**src/rtl/vc_test_pkg.sv**
```systemverilog
// vc_test_pkg: shared FSM encodings and LFSR constants for the val/rdy test harness blocks.
package vc_test_pkg;
  typedef enum logic {IDLE, DELAY} state_t;
  localparam logic [31:0] c_lfsr_poly = 32'h80200003;
endpackage

```
**src/rtl/vc_test_lfsr32.sv**
```systemverilog
// vc_test_lfsr32: free-running 32-bit Galois LFSR, reloaded with p_seed on reset.
module vc_test_lfsr32
  import vc_test_pkg::*;
#(
  parameter logic [31:0] p_seed = 32'h1
) (
  input  logic        clk,
  input  logic        reset,
  output logic [31:0] lfsr
);
  always_ff @(posedge clk)
    lfsr <= reset ? p_seed : (lfsr >> 1) ^ (lfsr[0] ? c_lfsr_poly : 32'h0);
endmodule

```
**src/rtl/vc_test_rand_delay_sink.sv**
```systemverilog
// vc_test_rand_delay_sink: val/rdy sink with random pre-transfer stalls, checking messages against a table.
module vc_test_rand_delay_sink
  import vc_test_pkg::*;
#(
  parameter int          p_msg_sz    = 8,
  parameter int          p_max_delay = 0,
  parameter int          p_num_msgs  = 16,
  parameter logic [31:0] p_seed      = 32'h1,
  localparam int         c_addr_sz   = (p_num_msgs > 1) ? $clog2(p_num_msgs) : 1
) (
  input  logic                clk,
  input  logic                reset,
  input  logic                in_val,
  output logic                in_rdy,
  input  logic [p_msg_sz-1:0] in_msg,
  input  logic                exp_wen,
  input  logic [c_addr_sz-1:0] exp_waddr,
  input  logic [p_msg_sz-1:0] exp_wdata,
  input  logic [c_addr_sz:0]  exp_num,
  output logic                done,
  output logic                error,
  output logic [c_addr_sz-1:0] error_idx,
  output logic [p_msg_sz-1:0] error_got,
  output logic [p_msg_sz-1:0] error_exp,
  output logic [31:0]         rand_num
);
  logic [31:0]         lfsr;
  logic [31:0]         cnt, cnt_n;
  state_t              state, state_n;
  logic [c_addr_sz:0]  recv_cnt, exp_clamp;
  logic [p_msg_sz-1:0] tbl [0:p_num_msgs-1];
  logic [p_msg_sz-1:0] exp_msg;
  logic                xfer;

  vc_test_lfsr32 #(.p_seed(p_seed)) u_lfsr (.clk(clk), .reset(reset), .lfsr(lfsr));

  assign rand_num  = (p_max_delay == 0) ? 32'd0 : lfsr % 32'(p_max_delay + 1);
  assign exp_clamp = (exp_num > (c_addr_sz+1)'(p_num_msgs)) ? (c_addr_sz+1)'(p_num_msgs) : exp_num;
  assign done      = recv_cnt == exp_clamp;
  assign in_rdy    = !done && ((state == IDLE) ? rand_num == 32'd0 : cnt == 32'd0);
  assign xfer      = in_val && in_rdy;
  assign exp_msg   = tbl[recv_cnt[c_addr_sz-1:0]];

  // A stall of N cycles is one IDLE cycle plus N-1 counted DELAY cycles.
  always_comb begin
    state_n = state;
    cnt_n   = cnt;
    if (state == IDLE && in_val && !in_rdy && rand_num != 32'd0) begin
      state_n = DELAY;
      cnt_n   = rand_num - 32'd1;
    end else if (state == DELAY) begin
      cnt_n   = (cnt != 32'd0) ? cnt - 32'd1 : cnt;
      state_n = xfer ? IDLE : DELAY;
    end
  end

  always_ff @(posedge clk) begin
    if (reset) begin
      state     <= IDLE;
      cnt       <= 32'd0;
      recv_cnt  <= '0;
      error     <= 1'b0;
      error_idx <= '0;
      error_got <= '0;
      error_exp <= '0;
    end else begin
      state <= state_n;
      cnt   <= cnt_n;
      if (xfer) begin
        recv_cnt <= recv_cnt + (c_addr_sz+1)'(1);
        if (in_msg != exp_msg && !error) begin
          error     <= 1'b1;
          error_idx <= recv_cnt[c_addr_sz-1:0];
          error_got <= in_msg;
          error_exp <= exp_msg;
        end
      end
    end
  end

  // The table survives reset so a harness can reload it once and rerun.
  always_ff @(posedge clk)
    if (exp_wen) tbl[exp_waddr] <= exp_wdata;
endmodule

```
**config.mk**
```make
export PLATFORM = sky130hd
export DESIGN_NAME = vc_test_rand_delay_sink
export DESIGN_NICKNAME = d
export VERILOG_FILES = /design/src/rtl/vc_test_pkg.sv /design/src/rtl/vc_test_lfsr32.sv /design/src/rtl/vc_test_rand_delay_sink.sv
export SDC_FILE = /design/constraint.sdc
export NUM_CORES = 1
export LEC_CHECK = 0
export CAP_MARGIN = 15
export CORE_ASPECT_RATIO = 1.2
export CORE_MARGIN = 2
export CORE_UTILIZATION = 40
export DETAILED_ROUTE_END_ITERATION = 16
export PLACE_DENSITY = 0.6
export SKIP_LAST_GASP = 1
export SYNTH_ARGS = -nofsm -noshare
export SYNTH_HDL_FRONTEND = slang
export SYNTH_SLANG_ARGS = --single-unit
```
**constraint.sdc**
```tcl
create_clock -name clk -period 3.56 [get_ports clk]
set_clock_uncertainty 0.1 [all_clocks]
set_input_delay 0.712 -clock clk [delete_from_list [all_inputs] [get_ports clk]]
set_output_delay 0.712 -clock clk [all_outputs]
set_load 0.005 [all_outputs]
```
**After elaboration in Yosys (flattened, before gate mapping)**

Memories as Yosys holds them, arrays and structs flattened. A register that Yosys moved wholly into a read port is not among the register bits.
Cells that the tools add are included.

- Flip-flop bits (word level): 59
- Bits in writable memories: 128
- Memories: 1

- Add/subtract/negate cells: 2
- Order comparisons: 1
- Equality and inequality tests: 2
- Muxes and demuxes: 7
- Bitwise logic cells: 1
- Reduce and logical (&&, ||, !) cells: 10

Memories:

| name | depth | bits a word | rd ports | clocked after memory_dff | wr ports | RTL line | source |
|---|---|---|---|---|---|---|---|
| tbl | 16 | 8 | 1 | 1 | 1 | vc_test_rand_delay_sink.sv:31 | `logic [p_msg_sz-1:0] tbl [0:p_num_msgs-1];` |

Operators by type and width:

| operator | count |
|---|---|
| $logic_not 32->1 | 1 |
| $reduce_bool 32->1 | 1 |
| $sub 32x1->32 const B | 1 |
| $mux 4 | 2 |
| $ne 8x8->1 | 1 |
| $add 5x1->5 const B | 1 |
| $eq 5x5->1 | 1 |
| $gt 5x5->1 const B | 1 |
| $mux 5 | 1 |
| $mux 1 | 4 |
| $reduce_and 2->1 | 2 |
| $logic_and 1x1->1 | 3 |
| $logic_not 1->1 | 2 |
| $reduce_or 2->1 | 1 |
| $not 1->1 | 1 |

**Longest topological paths before layout**

- Depth after elaboration: 8
- Depth in mapped cells: 11
- Depth with buffers taken out: 9

**Worst setup path before layout**

Ideal clock, no wire load.

- Path type: flip-flop to flip-flop
- Start: reg (tool-made name)
- End: reg error_exp[4]
- Setup time: 0.132 ns
- Data arrival time: 2.570 ns
- Data required time: 3.328 ns
- Path slack: 0.758 ns
- Stages on the path, launching flop included: 10
- Path buffers: 2
- Period minus slack after synthesis: 2.802 ns
- Cell sequence: dfxtp_1 buf_6 mux4_2 xnor2_1 a21oi_1 a2111o_1 o41a_1 buf_4 nor3_1 a211oi_2

RTL lines:

| item | RTL line | source |
|---|---|---|
| end signal, assigned | vc_test_rand_delay_sink.sv:75 | `error_exp <= exp_msg;` |
| end, declared | vc_test_rand_delay_sink.sv:24 | `output logic [p_msg_sz-1:0] error_exp,` |

**Worst setup path in the final report**

- Start: reg cnt[14]
- End: out in_rdy

- Cells in the longest elaborated chain, start to end: 3

RTL lines:

| item | RTL line | source |
|---|---|---|
| start, declared | vc_test_rand_delay_sink.sv:28 | `logic [31:0] cnt, cnt_n;` |
| start signal, assigned | vc_test_rand_delay_sink.sv:68 | `cnt <= cnt_n;` |
| $logic_not 32->1 | vc_test_rand_delay_sink.sv:40 | `assign in_rdy = !done && ((state == IDLE) ? rand_num == 32'd0 : cnt == 32'd0);` |
| $mux 1 | vc_test_rand_delay_sink.sv:40 |  |
| $logic_and 1x1->1 | vc_test_rand_delay_sink.sv:40 |  |
| end, declared | vc_test_rand_delay_sink.sv:14 | `output logic in_rdy,` |

Every way passes these cells.

==> impl_metrics.prom <==
# TYPE chip_impl_metric gauge
chip_impl_metric{name="ctsHoldBuffers",unit=""} 0
chip_impl_metric{name="holdWs",unit="ns"} 0.3671
chip_impl_metric{name="layout-drive-gt1-share",unit="%"} 16.37
chip_impl_metric{name="final_util",unit="%"} 47.78
chip_impl_metric{name="cts-root-to-sink-buffers",unit=""} 2
chip_impl_metric{name="synth_edf_count",unit=""} 128
chip_impl_metric{name="finalWorstPathRequiredPeriod",unit="ns"} 3.441
chip_impl_metric{name="p_leak",unit="nW"} 3.386
chip_impl_metric{name="vias",unit=""} 5204
chip_impl_metric{name="buffer_ports.inserted",unit=""} 51
chip_impl_metric{name="total_of_warnings_raised_by_yosys",unit=""} 0
chip_impl_metric{name="ratio_of_final_minimum_period_to_clock_period",unit="%"} 96.66
chip_impl_metric{name="drv_cap",unit=""} 0
chip_impl_metric{name="cts_htree_levels",unit=""} 4
chip_impl_metric{name="routed_via_density",unit=""} 5.251
chip_impl_metric{name="final-instance-count-excl-fill",unit=""} 991
chip_impl_metric{name="first_global_vias",unit=""} 5147
chip_impl_metric{name="count_of_clock_tree_sinks",unit=""} 191
chip_impl_metric{name="ys_seq_area_share",unit="%"} 60.47
chip_impl_metric{name="synthesis.area",unit="sq mm"} 0.008442
chip_impl_metric{name="globalplace.congestion",unit=""} 0.7972
chip_impl_info{name="grt_most_used_layer",value="met2"} 1
chip_impl_metric{name="cts-buffers-inserted",unit=""} 17
chip_impl_info{name="crit_path_top_delay_cell",value="or4_4"} 1
chip_impl_metric{name="wire_per_inst",unit="microns"} 18.15
chip_impl_metric{name="drc_errors",unit=""} 0
chip_impl_metric{name="yosys.cell_types.count",unit=""} 59
chip_impl_metric{name="final_critical_path_setup_slack",unit="ns"} 0.1189
chip_impl_metric{name="critical_path.max_stage_delay",unit="ns"} 0.56
chip_impl_metric{name="grt_use_met2",unit="%"} 28.25
chip_impl_info{name="mostFrequentLayoutCell",value="edfxtp_1"} 1
chip_impl_metric{name="fin_tns_setup",unit="ns"} 0
chip_impl_info{name="dominantRegCellSynth",value="edfxtp_1"} 1
chip_impl_metric{name="pin_count",unit=""} 84
chip_impl_metric{name="drt_iter0_drc",unit=""} 405
chip_impl_metric{name="die_w",unit="microns"} 136.6
chip_impl_info{name="critical_path.top_delay_family",value="simple AND/OR/NAND/NOR gates"} 1
chip_impl_metric{name="fp.coreArea",unit="sq mm"} 0.02083
chip_impl_metric{name="grt_antenna_before_repair",unit=""} 0
chip_impl_metric{name="power_per_cell_area",unit="mW/mm^2"} 499.7
chip_impl_metric{name="drt_first_pass_iters",unit=""} 4
chip_impl_metric{name="holdPathStages",unit=""} 2
chip_impl_metric{name="placedCellCount",unit=""} 954
chip_impl_metric{name="grt_max_degree",unit=""} 43
chip_impl_metric{name="routed_wl",unit="microns"} 17980
chip_impl_metric{name="use_met1",unit="%"} 22.00
chip_impl_metric{name="antennaDiodeCount",unit=""} 0
chip_impl_info{name="hold_class",value="flip-flop to flip-flop"} 1
chip_impl_metric{name="relSlewSlack",unit="%"} 45.21
chip_impl_info{name="crit_path_end_kind",value="primary output"} 1
chip_impl_metric{name="hpwl",unit="microns"} 12740
chip_impl_metric{name="effective_utilization_at_floorplan",unit="%"} 40.53
chip_impl_info{name="cp_cell_sequence",value="or4_4 > nor4b_4 > nand4_4 > and2_4 > nor2_1 > clkdlybuf4s50_1"} 1
chip_impl_metric{name="syn-instance-count",unit=""} 636
chip_impl_metric{name="max_freq",unit="MHz"} 290.6
chip_impl_metric{name="report.final.setup_viol",unit=""} 0
chip_impl_metric{name="ir_drop",unit="mV"} 0.3298
chip_impl_metric{name="slew_violations",unit=""} 0
chip_impl_metric{name="grt_overflow",unit=""} 0
chip_impl_metric{name="gr-usage-met3",unit="%"} 3.631
chip_impl_metric{name="chipHeight",unit="microns"} 163.1
chip_impl_metric{name="insertion_delay_of_the_later_clocked_pin_in_the_worst_skew_pair",unit="ns"} 0.44
chip_impl_info{name="critPathLaunchType",value="flip-flop"} 1
chip_impl_metric{name="yosys_register_bits",unit=""} 191
chip_impl_metric{name="crit_arrival",unit="ns"} 2.63
chip_impl_info{name="ctsRootBufferMaster",value="clkbuf_16"} 1
chip_impl_metric{name="global_route_wire_length_before_repair",unit="microns"} 28050
chip_impl_info{name="most_frequent_cells_in_the_layout",value="edfxtp_1 (128), nor2_1 (66), dfxtp_1 (61)"} 1
chip_impl_metric{name="row_count",unit=""} 58
chip_impl_info{name="setup_repair_after_global_routing_missed_its_margin",value="false"} 1
chip_impl_metric{name="critPathRequiredTime",unit="ns"} 2.75
chip_impl_info{name="timing_worst_setup_path_type",value="flip-flop to primary output"} 1
chip_impl_metric{name="dieArea",unit="sq mm"} 0.02229
chip_impl_metric{name="area_delta_synth_final",unit="%"} 17.87
chip_impl_info{name="tritoncts",value="done"} 1
chip_impl_info{name="status",value="finished, final reports clean"} 1
chip_impl_metric{name="path_max_fanout",unit=""} 6
chip_impl_metric{name="final_nets",unit=""} 740
chip_impl_metric{name="crit_buf_inv",unit=""} 1
chip_impl_metric{name="finalHoldViolCount",unit=""} 0
chip_impl_metric{name="synth_async_sr_flop_share",unit="%"} 0
chip_impl_metric{name="pin_slew_with_the_least_headroom_to_its_limit",unit="ns"} 0.8188
chip_impl_metric{name="critical_path_depth",unit=""} 6
chip_impl_metric{name="worst_slack_at_placement",unit="ns"} 0.2617
chip_impl_metric{name="number_of_nets_still_failing_antenna_checks_after_routing",unit=""} 0
chip_impl_metric{name="post_synth.cell_area_avg",unit="sq um"} 13.27
chip_impl_metric{name="reg2regPathDepth",unit=""} 8
chip_impl_metric{name="grt_util_all_layers",unit="%"} 16.78
chip_impl_metric{name="cts.reportedPaths.clkPinSlew",unit="ns"} 0.08
layout make-up:
type	instances	area [sq um]
Clock buffer	17	425.4
Clock inverter	15	220.2
Fill cell	1803	10880
Inverter	7	26.28
Multi-Input combinational cell	405	3040
Sequential cell	191	5107
Tap cell	270	337.8
Timing Repair Buffer	86	793.3
repair_timing:
action                     CTS  global route
pin swaps                    2             2
setup buffers                2             3
gates resized for setup      4             2
setup endpoints to repair    1             1
per-layer routing:
metal / share of wire (%) / routed length, microns / vias to the layer above
met2: 51 / 9088 / 126
met1: 44 / 7903 / 2598
met5: 0 / 0 / -
met4: 1.2 / 223 / 0
met3: 4.3 / 768 / 19
li1: - / - / 2461
power breakdown:
part           internal, mW  switching, mW  total, mW
Clock                 0.995           1.02       2.01
Sequential             2.42         0.0397       2.46
Combinational         0.238          0.260      0.498
Total                  3.66           1.32       4.97
final timing paths:
check	startpoint	to	slack, ns
setup reg to reg	flip-flop	error_exp[4]$_SDFFE_PP0P_	0.34
hold reg to reg	error_idx[2]$_SDFFE_PP0P_	error_idx[2]$_SDFFE_PP0P_	0.37
hold / removal	error_idx[2]$_SDFFE_PP0P_	error_idx[2]$_SDFFE_PP0P_	0.37
setup / recovery	cnt[14]$_SDFFE_PP0P_	in_rdy	0.12
sequential cells by signal (all words and copies together) (netlist names), named ones only:
register / flops
error_exp: 8
error: 1
error_got: 8
cnt: 32
error_idx: 4
recv_cnt: 5
tbl: 128
state: 1
logic make-up (layout without fill, tap and decap cells):
kind of cell | count (synthesis) | count (layout) | share of synthesized area, %
AND/OR/NAND/NOR | 180 | 180 | 11.28
multiplexers | 47 | 47 | 9.915
adder cells (fa/ha/maj) | 3 | 3 | 0.4447
XOR/XNOR | 53 | 53 | 5.499
other | 1 | 32 | 0.04442
flip-flops | 191 | 191 | 60.47
AO/OA/AOI/OAI | 90 | 90 | 7.278
buffers and inverters | 71 | 125 | 5.069
through the flow:
| step | cell area (sq um) | power [mW] |
|---|---|---|
| 4_1_cts | 9923 | 5.016 |
| 5_1_grt | 9951 | 5.139 |
| 3_3_place_gp | 9251 | 3.004 |
| 2_1_floorplan | 8558 | 2.828 |
| 3_5_place_dp | 9251 | 3.013 |
| 6_report | 9951 | 4.972 |
synthesized netlist by cell type (all sizes together), types with 2 or more instances:
master  instances  area, sq um
edfxtp        128         3844
nor2           66        247.7
dfxtp          63         1261
buf            48        341.6
xnor2          40        350.3
o21ai          35        175.2
mux4           29        653.1
a21oi          20        100.1
nor3           19        95.09
nand3          18        90.09
clkbuf         16        60.06
mux2i          15        150.1
nand2b         15        93.84
a211oi         13        107.6
nand2          13        51.30
xor2           13        113.9
nor4           10        77.57
or3            10        62.56
inv             7        26.28
nand4           7        58.81
nor2b           6        37.54
or4             6        48.80
a22o            3        26.28
ha              3        37.54
mux2            3        33.78
a2111o          2        22.52
a22oi           2        15.01
and3            2        12.51
nand3b          2        15.01
o31ai           2        15.01
worst reg2reg max path, cell delays in order (launching register included):
cell and delay [ns]:
dfxtp_2 0.59, buf_12 0.22, mux4_2 0.53, mux2i_1 0.29
xnor2_1 0.11, a22o_1 0.23, o41a_1 0.65, nor3_1 0.32
a211oi_2 0.07
Power figures use the tool's default switching activity.
